**config.mk**
```make
export PLATFORM = sky130hd
export DESIGN_NAME = nn_layer_sequencer
export DESIGN_NICKNAME = d
export VERILOG_FILES = /design/src/rtl/nn_layer_sequencer.sv
export SDC_FILE = /design/constraint.sdc
export NUM_CORES = 1
export LEC_CHECK = 0
export ABC_AREA = 1
export CAP_MARGIN = 20
export CELL_PAD_IN_SITES_DETAIL_PLACEMENT = 0
export CELL_PAD_IN_SITES_GLOBAL_PLACEMENT = 1
export CORE_MARGIN = 2
export CORE_UTILIZATION = 43
export DETAILED_ROUTE_END_ITERATION = 6
export PLACE_DENSITY = 0.83
export SLEW_MARGIN = 20
export SYNTH_ARGS = -nofsm -noshare
export SYNTH_HDL_FRONTEND = slang
export SYNTH_SLANG_ARGS = --single-unit
```
**constraint.sdc**
```tcl
create_clock -name clk -period 3.65 [get_ports clk]
set_clock_uncertainty 0.1 [all_clocks]
set_input_delay 0.5475 -clock clk [delete_from_list [all_inputs] [get_ports clk]]
set_output_delay 0.5475 -clock clk [all_outputs]
set_load 0.005 [all_outputs]
```
**src/rtl/nn_layer_sequencer.sv**
```systemverilog
// Run-time sequencer for the dense-layer MAC datapath: holds a writable shape table
// and walks every (layer, node, input) step over a valid/ready handshake.
module nn_layer_sequencer #(
  parameter int LAYER_WIDTH = 3,
  parameter int NODE_WIDTH  = 8,
  parameter int ADDR_WIDTH  = 16
) (
  input  logic                   clk,
  input  logic                   reset,
  input  logic                   cfg_we,
  input  logic [LAYER_WIDTH-1:0] cfg_addr,
  input  logic [NODE_WIDTH-1:0]  cfg_data,
  input  logic                   start,
  input  logic                   step_ready,
  output logic                   step_valid,
  output logic [ADDR_WIDTH-1:0]  weight_addr,
  output logic [NODE_WIDTH-1:0]  in_idx,
  output logic [NODE_WIDTH-1:0]  node_idx,
  output logic [LAYER_WIDTH-1:0] layer,
  output logic                   mem_select,
  output logic                   acc_clear,
  output logic                   acc_last,
  output logic                   busy,
  output logic                   done
);

  localparam int DEPTH = 2**LAYER_WIDTH;
  localparam logic [LAYER_WIDTH-1:0] LAST_LAYER = LAYER_WIDTH'(DEPTH - 1);

  typedef enum logic [1:0] {S_IDLE, S_CHECK, S_RUN, S_DONE} state_t;

  state_t                 r_state;
  logic [NODE_WIDTH-1:0]  r_shape [DEPTH];
  logic [LAYER_WIDTH-1:0] r_layer;
  logic [NODE_WIDTH-1:0]  r_node_idx;
  logic [NODE_WIDTH-1:0]  r_in_idx;
  logic [ADDR_WIDTH-1:0]  r_weight_addr;
  logic                   r_step_valid;
  logic                   r_acc_clear;
  logic                   r_acc_last;
  logic                   r_busy;
  logic                   r_done;

  logic [LAYER_WIDTH-1:0] w_layer_p1;
  logic [LAYER_WIDTH-1:0] w_layer_p2;
  logic [NODE_WIDTH-1:0]  w_in_w;
  logic [NODE_WIDTH-1:0]  w_out_w;
  logic [NODE_WIDTH-1:0]  w_in_next;
  logic                   w_in_last;
  logic                   w_node_last;
  logic                   w_in_one;
  logic                   w_cur_ok;
  logic                   w_next_ok;

  assign w_layer_p1  = r_layer + LAYER_WIDTH'(1);
  assign w_layer_p2  = r_layer + LAYER_WIDTH'(2);
  assign w_in_w      = r_shape[r_layer];
  assign w_out_w     = r_shape[w_layer_p1];
  assign w_in_next   = r_in_idx + NODE_WIDTH'(1);
  assign w_in_last   = (r_in_idx == w_in_w - NODE_WIDTH'(1));
  assign w_node_last = (r_node_idx == w_out_w - NODE_WIDTH'(1));
  assign w_in_one    = (w_in_w == NODE_WIDTH'(1));

  // A layer runs only if both its input and output widths are non-zero; the
  // look-ahead lets the final layer go straight to DONE without a CHECK bubble.
  assign w_cur_ok  = (r_layer != LAST_LAYER) && (w_in_w != '0) && (w_out_w != '0);
  assign w_next_ok = (w_layer_p1 != LAST_LAYER) && (r_shape[w_layer_p1] != '0) &&
                     (r_shape[w_layer_p2] != '0);

  always_ff @(posedge clk) begin
    if (reset) begin
      r_state       <= S_IDLE;
      // NOTE: the shape table is deliberately reset; a cleared table is part of
      // the visible reset state, so it cannot be left to a RAM macro.
      for (int i = 0; i < DEPTH; i++) r_shape[i] <= '0;
      r_layer       <= '0;
      r_node_idx    <= '0;
      r_in_idx      <= '0;
      r_weight_addr <= '0;
      r_step_valid  <= 1'b0;
      r_acc_clear   <= 1'b0;
      r_acc_last    <= 1'b0;
      r_busy        <= 1'b0;
      r_done        <= 1'b0;
    end else begin
      // NOTE: every state register uses <= so all updates see pre-edge values.
      r_done <= 1'b0;
      unique case (r_state)
        S_IDLE: begin
          if (cfg_we) r_shape[cfg_addr] <= cfg_data;
          if (start) begin
            r_state       <= S_CHECK;
            r_busy        <= 1'b1;
            r_layer       <= '0;
            r_node_idx    <= '0;
            r_in_idx      <= '0;
            r_weight_addr <= '0;
          end
        end
        S_CHECK: begin
          if (w_cur_ok) begin
            r_state      <= S_RUN;
            r_step_valid <= 1'b1;
            r_acc_clear  <= 1'b1;
            r_acc_last   <= w_in_one;
          end else begin
            r_state <= S_DONE;
            r_busy  <= 1'b0;
            r_done  <= 1'b1;
          end
        end
        S_RUN: begin
          if (step_ready) begin
            r_weight_addr <= r_weight_addr + ADDR_WIDTH'(1);
            if (!w_in_last) begin
              r_in_idx    <= w_in_next;
              r_acc_clear <= 1'b0;
              r_acc_last  <= (w_in_next == w_in_w - NODE_WIDTH'(1));
            end else begin
              r_in_idx <= '0;
              if (!w_node_last) begin
                r_node_idx  <= r_node_idx + NODE_WIDTH'(1);
                r_acc_clear <= 1'b1;
                r_acc_last  <= w_in_one;
              end else begin
                r_node_idx   <= '0;
                r_layer      <= w_layer_p1;
                r_step_valid <= 1'b0;
                r_acc_clear  <= 1'b0;
                r_acc_last   <= 1'b0;
                if (w_next_ok) begin
                  r_state <= S_CHECK;
                end else begin
                  r_state <= S_DONE;
                  r_busy  <= 1'b0;
                  r_done  <= 1'b1;
                end
              end
            end
          end
        end
        S_DONE:  r_state <= S_IDLE;
        default: r_state <= S_IDLE;
      endcase
    end
  end

  assign step_valid  = r_step_valid;
  assign weight_addr = r_weight_addr;
  assign in_idx      = r_in_idx;
  assign node_idx    = r_node_idx;
  assign layer       = r_layer;
  assign mem_select  = r_layer[0];
  assign acc_clear   = r_acc_clear;
  assign acc_last    = r_acc_last;
  assign busy        = r_busy;
  assign done        = r_done;

endmodule

```
==> metrics.txt <==
# TYPE chip_impl_metric gauge
chip_impl_info{name="outcome",value="completed"} 1
chip_impl_metric{name="postCtsResizedCells",unit=""} 0
chip_impl_metric{name="route.vias.total",unit=""} 6930
chip_impl_metric{name="cp_max_fo",unit=""} 8
chip_impl_metric{name="drt_drc_violations_left",unit=""} 0
chip_impl_metric{name="yosys-mux-area-fraction",unit="%"} 0
chip_impl_metric{name="pre_cts_slack",unit="ps"} 239.4
chip_impl_info{name="tritoncts",value="built"} 1
chip_impl_metric{name="synth-edff-count",unit=""} 64
chip_impl_metric{name="clock_sink_count",unit=""} 109
chip_impl_metric{name="tritoncts.num_buffers",unit=""} 9
chip_impl_metric{name="worst_hold_path.num_cells",unit=""} 2
chip_impl_metric{name="cts_hold_repair.buffers",unit=""} 0
chip_impl_metric{name="grt_met3_use",unit="%"} 3.716
chip_impl_metric{name="nets_final",unit=""} 1124
chip_impl_metric{name="maximum_frequency_from_static_timing_analysis",unit="MHz"} 299.5
chip_impl_metric{name="number_of_buffers_and_inverters_on_the_critical_path",unit=""} 2
chip_impl_metric{name="final_layout_size_suffix_gt1_share",unit="%"} 8.022
chip_impl_metric{name="maxSlewHeadroom",unit="%"} 64.11
chip_impl_metric{name="synth_warnings",unit=""} 0
chip_impl_metric{name="global_route.usage.total",unit="%"} 24.17
chip_impl_info{name="grt-busiest-layer",value="met2"} 1
chip_impl_metric{name="synth_xor_xnor_area_share",unit="%"} 1.859
chip_impl_metric{name="row_count",unit=""} 47
chip_impl_metric{name="place.detailed.hpwl",unit="µm"} 16150
chip_impl_metric{name="setup_viol",unit=""} 0
chip_impl_info{name="timing.setup.critical_path_class",value="reg -> reg"} 1
chip_impl_metric{name="totalNegativeSetupSlack",unit="ps"} 0
chip_impl_metric{name="hold_viol",unit=""} 0
chip_impl_metric{name="worst-slew-pin-transition",unit="ps"} 534.8
chip_impl_metric{name="synth_seq_area_share",unit="%"} 38.49
chip_impl_metric{name="power_density",unit="nW/µm²"} 655.1
chip_impl_metric{name="crit_cells",unit=""} 19
chip_impl_metric{name="globalRouteOverflowTotal",unit=""} 0
chip_impl_info{name="yosysTopAreaCell",value="edfxtp_1"} 1
chip_impl_metric{name="finalInstanceArea",unit="µm²"} 8401
chip_impl_metric{name="setup_ws",unit="ps"} 310.8
chip_impl_info{name="startpoint_type",value="register"} 1
chip_impl_metric{name="grt_antenna_before_repair",unit=""} 0
chip_impl_metric{name="yosys.area_share.simple",unit="%"} 41.15
chip_impl_metric{name="maxCapViolCount",unit=""} 0
chip_impl_metric{name="grt.met1_usage",unit="%"} 34.62
chip_impl_metric{name="synthAdderAreaFrac",unit="%"} 2.729
chip_impl_metric{name="ant_nets",unit=""} 0
chip_impl_metric{name="grt_max_degree",unit=""} 39
chip_impl_metric{name="synth_compound_area_share",unit="%"} 5.374
chip_impl_metric{name="design.portCount",unit=""} 57
chip_impl_metric{name="worst_ep_required_time",unit="ps"} 3800
chip_impl_metric{name="num_antenna_cells",unit=""} 0
chip_impl_metric{name="finalCoreUtilization",unit="%"} 50.48
chip_impl_metric{name="global_route_wire_length_before_repair",unit="µm"} 34120
chip_impl_metric{name="die_h",unit="µm"} 134.6
chip_impl_metric{name="worst_ep_arrival_time",unit="ps"} 3490
chip_impl_metric{name="clock_latency_reported_for_the_late_side_of_the_worst_skew_pair",unit="ps"} 350
chip_impl_info{name="main_combinational_cell_family_by_area_after_synthesis",value="simple AND/OR/NAND/NOR gates"} 1
chip_impl_info{name="path_cells",value="inv_2, ha_2, buf_4, nand3_1, nand3_1, nand2_1, ha_1, xor2_1, nand2_1, nor2_1, nand3_1, a21oi_1, nand3_1, nand2_4, nand2_1, nor2_1, nand3_1, nand2_1, nor2_1"} 1
chip_impl_metric{name="timing.reg2reg.setup_slack",unit="ps"} 310
chip_impl_info{name="worstSetupEndpointType",value="register"} 1
chip_impl_metric{name="die_w",unit="µm"} 134.6
chip_impl_metric{name="netlist-cell-type-count",unit=""} 41
chip_impl_metric{name="drt-vias-per-instance",unit=""} 5.262
chip_impl_metric{name="route.final.wire_length",unit="µm"} 21000
chip_impl_metric{name="synth_area",unit="µm²"} 7335
chip_impl_metric{name="firstDrtPassIters",unit=""} 5
chip_impl_metric{name="worst_r2r_path_depth",unit=""} 19
chip_impl_info{name="critical_path.slowest_cell",value="dfxtp_1"} 1
chip_impl_info{name="post_synth_main_area_contributors",value="edfxtp_1 (26%), nand2_1 (16%), dfxtp_1 (12%)"} 1
chip_impl_info{name="hold_class",value="reg -> reg"} 1
chip_impl_metric{name="peakVddDrop",unit="mV"} 0.3438
chip_impl_metric{name="yosysTopAreaCellShare",unit="%"} 26.20
chip_impl_metric{name="min_period",unit="ps"} 3339
chip_impl_metric{name="synth.ff_latch_count",unit=""} 109
chip_impl_metric{name="clk_pin_slew_worst_paths",unit="ps"} 70
chip_impl_metric{name="syn2layout_area_growth",unit="%"} 14.53
chip_impl_metric{name="power_leakage",unit="nW"} 3.693
chip_impl_info{name="crit_family",value="simple AND/OR/NAND/NOR gates"} 1
chip_impl_metric{name="cpPeakStageDelay",unit="ps"} 430
chip_impl_metric{name="global_route.usage.met2",unit="%"} 36.76
chip_impl_metric{name="routedWlPerCell",unit="µm"} 15.94
chip_impl_metric{name="slew_viol_final",unit=""} 0
chip_impl_info{name="rsz0062_at_grt",value="false"} 1
chip_impl_metric{name="die-area",unit="µm²"} 18120
chip_impl_metric{name="dpl-instance-area",unit="µm²"} 8060
chip_impl_metric{name="fp.coreArea",unit="µm²"} 16640
chip_impl_metric{name="finalWeightedCongestion",unit=""} 0.9475
chip_impl_metric{name="portBuffers",unit=""} 56
chip_impl_metric{name="htreeDepth",unit=""} 3
chip_impl_metric{name="synthesis.instances",unit=""} 1041
chip_impl_metric{name="floorplan.initialDensity",unit="%"} 44.07
chip_impl_metric{name="post-cts-setup-buffers",unit=""} 0
chip_impl_metric{name="syn-mean-instance-area",unit="µm²"} 7.046
chip_impl_metric{name="dr.first_iter.drc_count",unit=""} 642
chip_impl_metric{name="part_of_the_cycle_the_worst_path_needs",unit="%"} 91.49
chip_impl_metric{name="vias_in_the_first_global_route",unit=""} 6398
chip_impl_metric{name="syn_nets",unit=""} 1073
chip_impl_metric{name="fin_worst_hold_slack",unit="ps"} 365.3
chip_impl_metric{name="postSynth.asyncResetShare",unit="%"} 0
chip_impl_info{name="clockRootBuffer",value="clkbuf_16"} 1
chip_impl_info{name="worst_path_most_repeated_cell",value="nand3_1"} 1
chip_impl_metric{name="cts_max_path_buffers",unit=""} 2
chip_impl_info{name="synth-main-ff-cell",value="edfxtp_1"} 1
[metal layers]
layer	vias up	wire, µm
met5	-	0
met4	0	668
met3	36	1198
met2	213	9138
met1	3208	9991
li1	3473	-
[metrics by stage]
stage	instances	total power, mW
CTS	1317	5.477
global route	1317	5.940
floorplan	1041	3.750
detailed placement	1301	4.402
finish	1317	5.504
global placement	1301	4.398
[layout by cell type (no fill, tap or decap), drive strengths merged, types with 2 or more instances in the layout]
cell and instances:
inv 139, nand4 18, a21oi 39, nor3b 2, nand2 325, o211ai 6, edfxtp 64, nor2 124
xnor2 2, o21ai 22, clkdlybuf4s50 56, clkbuf 13, dfxtp 45, nand3 158, xor2 11, ha 16
clkinv 3, nand3b 3, nor4 5, nor3 20, or2 6, buf 15
[layout make-up]
cell class	instances	area, µm²
clock buffers	13	282.8
clock inverters	3	47.55
fillers	1671	8242
inverters	140	543.0
multi-input cells	761	3756
flip-flops and latches	109	2823
well taps	220	275.3
repair buffers	71	673.1
[cells by family after synthesis]
| family | after synthesis |
|---|---|
| flops | 109 |
| compound gates | 70 |
| simple gates | 661 |
| fa+ha+maj | 16 |
| xor+xnor | 14 |
| buf+inv | 171 |
[report_power, final]
group	internal [mW]	switching, mW
clock	0.620	0.456
sequential	1.40	0.109
combinational	0.981	1.94
[tightest hold or removal path: cells and delay by family (launching register included)]
kind                   cells  cell delay, ps
AO/OA/AOI/OAI              1              50
buffers and inverters      1              60
flip-flops                 1             310
[registers in the layout, summed over array words and instances (netlist names), named ones only]
signal       count
layer            3
acc_last         1
r_state          2
busy             1
in_idx           8
node_idx         8
r_shape         64
acc_clear        1
weight_addr     16
done             1
step_valid       1
[final timing paths]
| path | endpoint | startpoint |
|---|---|---|
| worst max register to register | busy | layer[0] |
| worst min-delay path | weight_addr[15] | weight_addr[15] |
| worst max-delay path | busy | layer[0] |
| worst min register to register | weight_addr[15] | weight_addr[15] |
[cells in the mapped netlist, types with 3 or more instances]
master      n
nor3_1     20
buf_6       9
buf_2      10
o21ai_0    16
inv_1     128
nor4_1      5
nand3b_1    3
nor2_4      3
xor2_1     11
inv_2       8
o21ai_1     6
o211ai_1    6
clkbuf_1    5
nor2_1    117
nand3_2     8
dfxtp_1    45
nand2_2    11
edfxtp_1   64
nand2_4     5
buf_4       7
or2_2       5
nand3_1   148
nand2_1   307
a21oi_2     6
nand4_1    18
a21oi_1    33
ha_1       16
Note: power is estimated with default switching activity, not from simulation.
